[src/rtl/apb_slave_mem.sv]
// APB4 completer backed by a small word-addressed register memory.
// Adds programmable wait states, error responses and byte-strobe writes.
module apb_slave_mem #(
  parameter int                    ADDR_WIDTH  = 32,
  parameter int                    DATA_WIDTH  = 32,
  parameter int                    DEPTH       = 16,
  parameter logic [ADDR_WIDTH-1:0] BASE_ADDR   = '0,
  parameter int                    WAIT_CYCLES = 2
) (
  input  logic                  pclk,
  input  logic                  preset,
  input  logic                  psel,
  input  logic                  penable,
  input  logic                  pwrite,
  input  logic [ADDR_WIDTH-1:0] paddr,
  input  logic [DATA_WIDTH-1:0] pwdata,
  input  logic [3:0]            pstrb,
  input  logic [2:0]            pprot,
  output logic                  pready,
  output logic                  pslverr,
  output logic [DATA_WIDTH-1:0] prdata,
  output logic [7:0]            err_cnt
);

  localparam int IW = (DEPTH > 1) ? $clog2(DEPTH) : 1;
  localparam logic [ADDR_WIDTH-1:0] DEPTH_A = ADDR_WIDTH'(DEPTH);
  localparam logic [ADDR_WIDTH-1:0] PRIV_A  = ADDR_WIDTH'(4);
  localparam logic [3:0] WAIT_C = 4'(WAIT_CYCLES);

  localparam logic [0:0] IDLE   = 1'b0;
  localparam logic [0:0] ACCESS = 1'b1;

  logic [0:0]            state;
  logic [3:0]            cnt;
  logic                  wr_q;
  logic                  err_q;
  logic [IW-1:0]         idx_q;
  logic [DATA_WIDTH-1:0] wdata_q;
  logic [3:0]            strb_q;

  logic [DATA_WIDTH-1:0] mem [DEPTH];

  logic [ADDR_WIDTH-1:0] widx;
  logic                  s_err;
  logic [IW-1:0]         s_idx;
  logic                  setup;
  logic                  done;
  logic                  commit;
  logic                  unused_bits;

  assign unused_bits = ^pprot[2:1];

  // Decode the setup-phase address into a word index and an error flag.
  always_comb begin
    widx  = (paddr - BASE_ADDR) >> 2;
    s_idx = widx[IW-1:0];
    s_err = (paddr[1:0] != 2'b00)
         || (paddr < BASE_ADDR)
         || (widx >= DEPTH_A)
         || (pwrite && !pprot[0] && (widx < PRIV_A));
  end

  assign setup  = (state == IDLE) && psel && !penable;
  assign done   = (state == ACCESS) && psel && pready;
  assign commit = done && penable && wr_q && !err_q;

  // Transfer FSM: capture at setup, count wait states, complete or abort.
  always_ff @(posedge pclk) begin
    if (preset) begin
      state   <= IDLE;
      cnt     <= '0;
      wr_q    <= 1'b0;
      err_q   <= 1'b0;
      idx_q   <= '0;
      wdata_q <= '0;
      strb_q  <= '0;
      pready  <= 1'b0;
      pslverr <= 1'b0;
      prdata  <= '0;
      err_cnt <= '0;
    end else begin
      unique case (state)
        IDLE: begin
          pready  <= 1'b0;
          pslverr <= 1'b0;
          prdata  <= '0;
          if (setup) begin
            state   <= ACCESS;
            cnt     <= WAIT_C;
            wr_q    <= pwrite;
            err_q   <= s_err;
            idx_q   <= s_idx;
            wdata_q <= pwdata;
            strb_q  <= pstrb;
            if (WAIT_CYCLES == 0) begin
              pready  <= 1'b1;
              pslverr <= s_err;
              prdata  <= (!pwrite && !s_err) ? mem[s_idx] : '0;
            end
          end
        end
        ACCESS: begin
          if (!psel || pready) begin
            state   <= IDLE;
            cnt     <= '0;
            pready  <= 1'b0;
            pslverr <= 1'b0;
            prdata  <= '0;
            if (done && penable && err_q && (err_cnt != 8'hFF))
              err_cnt <= err_cnt + 8'd1;
          end else begin
            if (cnt != 4'd0)
              cnt <= cnt - 4'd1;
            if (cnt == 4'd1) begin
              pready  <= 1'b1;
              pslverr <= err_q;
              prdata  <= (!wr_q && !err_q) ? mem[idx_q] : '0;
            end
          end
        end
        default: state <= IDLE;
      endcase
    end
  end

  // Word storage: cleared by reset, byte-strobed writes at completion.
  always_ff @(posedge pclk) begin
    if (preset) begin
      for (int i = 0; i < DEPTH; i++)
        mem[i] <= '0;
    end else if (commit) begin
      for (int b = 0; b < 4; b++)
        if (strb_q[b])
          mem[idx_q][8*b +: 8] <= wdata_q[8*b +: 8];
    end
  end

endmodule

[config.mk]
export PLATFORM = sky130hd
export DESIGN_NAME = apb_slave_mem
export DESIGN_NICKNAME = d
export VERILOG_FILES = /design/src/rtl/apb_slave_mem.sv
export SDC_FILE = /design/constraint.sdc
export NUM_CORES = 1
export LEC_CHECK = 0
export ABC_AREA = 1
export CAP_MARGIN = 15
export CORE_UTILIZATION = 30
export DETAILED_ROUTE_END_ITERATION = 8
export PLACE_DENSITY = 0.52
export SYNTH_ARGS = -nofsm -noshare
export SYNTH_HDL_FRONTEND = slang
export SYNTH_SLANG_ARGS = --single-unit
[constraint.sdc]
create_clock -name pclk -period 5.1 [get_ports pclk]
set_input_delay 1.02 -clock pclk [delete_from_list [all_inputs] [get_ports pclk]]
set_output_delay 1.02 -clock pclk [all_outputs]
set_load 0.02 [all_outputs]
**Yosys cells after proc, flatten, opt, wreduce, memory -nomap -nowiden**

Memories as Yosys holds them, arrays and structs flattened. A register that Yosys moved wholly into a read port is not among the register bits.
Index checks and enable logic that the tools add are counted.

- Latch bits: 0
- Bits of input ports: 76
- ROM bits: 0
- Bits in registers: 89
- Output and inout bits: 42
- RAM bits: 512
- Memories kept: 1

Memory list:

| name | words | width | read ports | clocked after Yosys merged registers in | write ports | RTL line | text |
|---|---|---|---|---|---|---|---|
| mem | 16 | 32 | 1 | 1 | 16 | 41 | `logic [DATA_WIDTH-1:0] mem [DEPTH];` |

- Div/mod/pow operators: 0
- Order comparisons: 3
- $add $sub $neg: 2
- Bitwise gates (word level): 1
- Eq/ne operators: 5
- $mul: 0
- Mux-type cells: 40
- Shifts and indexed selects: 0
- Reductions and logical operators: 27

Operator list:

| operator | count |
|---|---|
| two-way mux 32 bit | 4 |
| case mux 32 bit (2 select lines) | 1 |
| less-than comparator 32 x 1 -> 1 bit (second input constant) | 1 |
| OR reduction 32 bit | 1 |
| greater-or-equal comparator 30 x 5 -> 1 bit (second input constant) | 1 |
| less-than comparator 30 x 3 -> 1 bit (second input constant) | 1 |
| two-way mux 4 bit | 7 |
| two-way mux 1 bit | 24 |
| logical AND 1 bit | 12 |
| adder 8 x 1 -> 8 bit (second input constant) | 1 |
| inequality test 8 bit (second input constant) | 1 |
| case mux 4 bit (2 select lines) | 1 |
| inequality test 3 x 1 -> 1 bit (second input constant) | 2 |
| case mux 1 bit (2 select lines) | 3 |
| zero test 1 bit | 5 |
| equality test 4 x 1 -> 1 bit (second input constant) | 1 |
| logical OR 1 bit | 4 |
| AND reduction 2 bit | 2 |
| nonzero test 4 bit | 1 |
| subtractor 4 x 1 -> 4 bit (second input constant) | 1 |
| AND reduction 3 bit | 1 |
| inequality test 2 bit (second input constant) | 1 |
| nonzero test 2 bit | 1 |
| inverter 1 bit | 1 |

**Longest topological paths before layout**

- Word-level depth: 10
- Gate-level depth with buffers: 12
- Gate-level depth less buffers: 9

**Worst setup path after synthesis**

No wires, ideal clock.

- Path type: input to register
- Start point: input port psel
- End point: memory mem[7][16], enable pin
- Library setup time: 329 ps
- Arrival: 2301 ps
- Buffers on the path: 1
- Path slack: 2470 ps
- Stages: 7
- Required time: 4771 ps
- Path through: nand3_1 nor2_1 nand3b_2 nor3_4 buf_6 nand2_2 nand2_1

RTL lines:

| what | RTL line | text |
|---|---|---|
| start: declaration | 12 | `input logic psel,` |
| end: declaration | 41 |  |

==> impl_metrics.py <==
metrics = {
    "floorplanning": {
        "die_x_um": 308,
        "core_area_um2": 92100,
        "initial_core_util_pct": 30.4,
        "std_cell_rows": 111,
        "die_h_um": 308,
        "ioPinCount": 118,
        "die_area_um2": 94600,
    },
    "sta": {
        "post-route-period-util_pct": 67.7,
        "grt_setup_unrepaired": "false",
        "fmax_ghz": 0.289,
        "maxSlewHeadroom_pct": 21.2,
        "post-route-min-period_ps": 3450,
        "finalSetupViolCount": 0,
        "clock_skew_ps": 33.7,
        "fin_tns_setup_ps": 0,
        "worst_slew_pin_slew_ps": 1180,
        "hold_viol_final": 0,
        "slew_violations": 0,
    },
    "layout": {
        "final_cell_area_um2": 32600,
        "fill_cells": 9444,
        "fin_nets": 3345,
        "layout_common_cells": "nand2_1, nor2_1, edfxtp_1, inv_1, nand3_1",
        "layout.cells.most_common": "nand2_1",
        "antenna_cells": 0,
        "areaGrowthSynthToFinish_pct": 16.3,
        "drive_gt1_share_pct": 6.06,
    },
    "yosys": {
        "ys_ff_latch": 605,
        "yosysTopAreaCellShare_pct": 54.9,
        "ys_warn_count": 0,
        "syn-num-nets": 3285,
        "synth.area.mux_share_pct": 0,
        "synth.distinct_cells": 31,
        "synth_fa_ha_area_share_pct": 0.134,
        "synth_area_um2": 28000,
        "synth_compound_area_share_pct": 2.66,
        "seq_area_frac_synth_pct": 61.6,
        "synthXorXnorAreaFrac_pct": 0.0313,
        "postSynthCellCount": 3206,
        "avgSynthCellArea_um2": 8.73,
        "synth_area_leaders": "edfxtp_1, nand2_1, nor2_1, nand3_1, dfxtp_1",
        "synth_top_family_by_area": "simple AND/OR/NAND/NOR gates",
        "yosys.area_share.simple_pct": 27.3,
        "synth_area_leader_cell": "edfxtp_1",
    },
    "clock_tree": {
        "clk-insertion-delay-late_ps": 600,
        "cts_resized": 0,
        "cts_setup_buffers": 0,
        "cts_sinks": 605,
        "hold_buffers": 0,
        "cts_htree_levels": 3,
        "cts-root-buf": "clkbuf_16",
        "clockBufferDepth": 3,
        "path_clk_slew_ps": 60,
        "cts_tree": "done",
        "cts_inserted_buffers": 68,
    },
    "global_route": {
        "grt_max_degree": 161,
        "grt_pass1_vias": 20200,
        "gr-usage-all-layers_pct": 17.0,
        "grt_pass1_wl_um": 122000,
        "overflow": 0,
        "antenna_found_initial": 3,
    },
    "hold_path": {
        "worstHoldStart": "prdata[9]",
        "hp-class": "register to register",
        "hold_depth": 2,
        "min_to": "prdata[9]",
    },
    "setup_path": {
        "crit_fanout": 10,
        "arrival_ps": 3680,
        "path_class": "primary input to register",
        "startpoint_type": "primary input",
        "cp_data_required_time_ps": 5330,
        "crit_path_end_kind": "register",
        "reg2reg_to": "prdata[24]",
        "path_delay_family": "simple AND/OR/NAND/NOR gates",
        "path_common_cell": "nand2_1",
        "cp_cell_sequence": "clkdlybuf4s50_1 -> nand3_1 -> nor2_1 -> nand3b_2 -> nor3_4 -> buf_4 -> nand2_1 -> nand2_1",
        "critical-path-max-stage-delay_ps": 560,
        "crit_path_top_delay_cell": "clkdlybuf4s50_1",
        "cp-startpoint": "psel",
        "r2r_cells": 8,
        "rrSetupSlack_ps": 2260,
        "critical_path_buf_inv_count": 2,
    },
    "place": {
        "gp_congestion": 0.794,
        "port_buffers": 115,
        "hpwlAfterDp_um": 49100,
        "placedInstanceArea_um2": 30400,
    },
    "route": {
        "vias_per_cell": 4.61,
        "post-route-drc-count": 0,
        "detail_route.first_pass.iterations": 8,
        "num_vias": 21000,
        "antenna_left": 0,
        "drtIter0Drc": 1663,
        "finalWirelength_um": 80800,
        "wl_per_cell_um": 17.7,
    },
    "pwr": {
        "peakVddDrop_uv": 189,
        "leakagePower_uw": 0.0131,
        "power_density_nw_per_um2": 349,
    },
    "run": {
        "cap_violations": 0,
    },
    "outcome": {
        "status": "completed",
    },
}
## worst register-to-register path, cell delays in order (launching register included)
cell	delay (ps)
dfxtp_4	360
buf_4	630
buf_4	850
nand3_1	290
nand3_1	150
nand3_1	160
nand2_1	110
nand2_1	90
a21oi_1	140
## flip-flops by register name (all words and copies together) (netlist names), named ones only
signal   flops
strb_q       4
mem        512
err_cnt      8
wr_q         1
pready       1
state        1
pslverr      1
wdata_q     32
err_q        1
cnt          4
prdata      32
idx_q        4
## cell usage after synthesis, drive strengths merged
cell type	number
o21ai	61
nand3	388
clkinv	32
ha	3
a211oi	1
o311ai	1
nor3	10
buf	51
nor2	557
xor2	1
or2	3
nor3b	4
dfxtp	93
o211ai	1
inv	406
edfxtp	512
nand2	873
clkbuf	121
nor4	4
a21oi	81
nand3b	1
a32o	1
nand4	1
## through the flow
stage	cells	utilization, %	setup WS (ps)	hold WS [ps]	power, uW
global placement	4439	33.1	1130	453	6710
floorplan	3206	-	2470	470	6300
global route	4562	35.4	1490	483	11700
finish	4562	35.4	1650	463	11400
CTS	4562	35.4	1690	466	11400
detailed placement	4439	33.1	1070	458	6720
## cell type report
class                   instances  area (um^2)  area share [%]
well taps                    1243         1560            4.78
multi-input cells            1991         8450            26.0
inverters                     438         1660            5.09
repair buffers                162         1540            4.72
flip-flops and latches        605        17200            53.0
clock buffers                 106         2010            6.17
clock inverters                17          114           0.350
## worst max path at each step
stage                      end  slack [ps]  cells after the start
floorplan           mem[7][16]        2470                      7
global placement    mem[5][19]        1130                      8
detailed placement  mem[5][19]        1070                      8
CTS                 mem[5][19]        1690                      8
global route        mem[5][19]        1490                      8
finish              mem[5][19]        1650                      8
## metal layers
| layer | vias to the layer above | wire length [um] | global-route usage [%] |
|---|---|---|---|
| met2 | 609 | 37300 | 27.6 |
| met5 | - | 40 | 0 |
| met4 | 6 | 2150 | 5.48 |
| li1 | 10400 | - | - |
| met3 | 131 | 4880 | 2.72 |
| met1 | 9945 | 36400 | 23.1 |
## logic make-up after synthesis
logic type / count (synthesis)
adder cells (fa/ha/maj): 3
AO/OA/AOI/OAI: 146
buffers and inverters: 610
XOR/XNOR: 1
flip-flops: 605
AND/OR/NAND/NOR: 1841
## power by group
group          switching, uW  internal (uW)  total [uW]
logic                    763            271        1030
clock network           1990           2760        4750
registers               57.3           5520        5570
total                   2810           8550       11400
(Power assumes the default switching activity.)
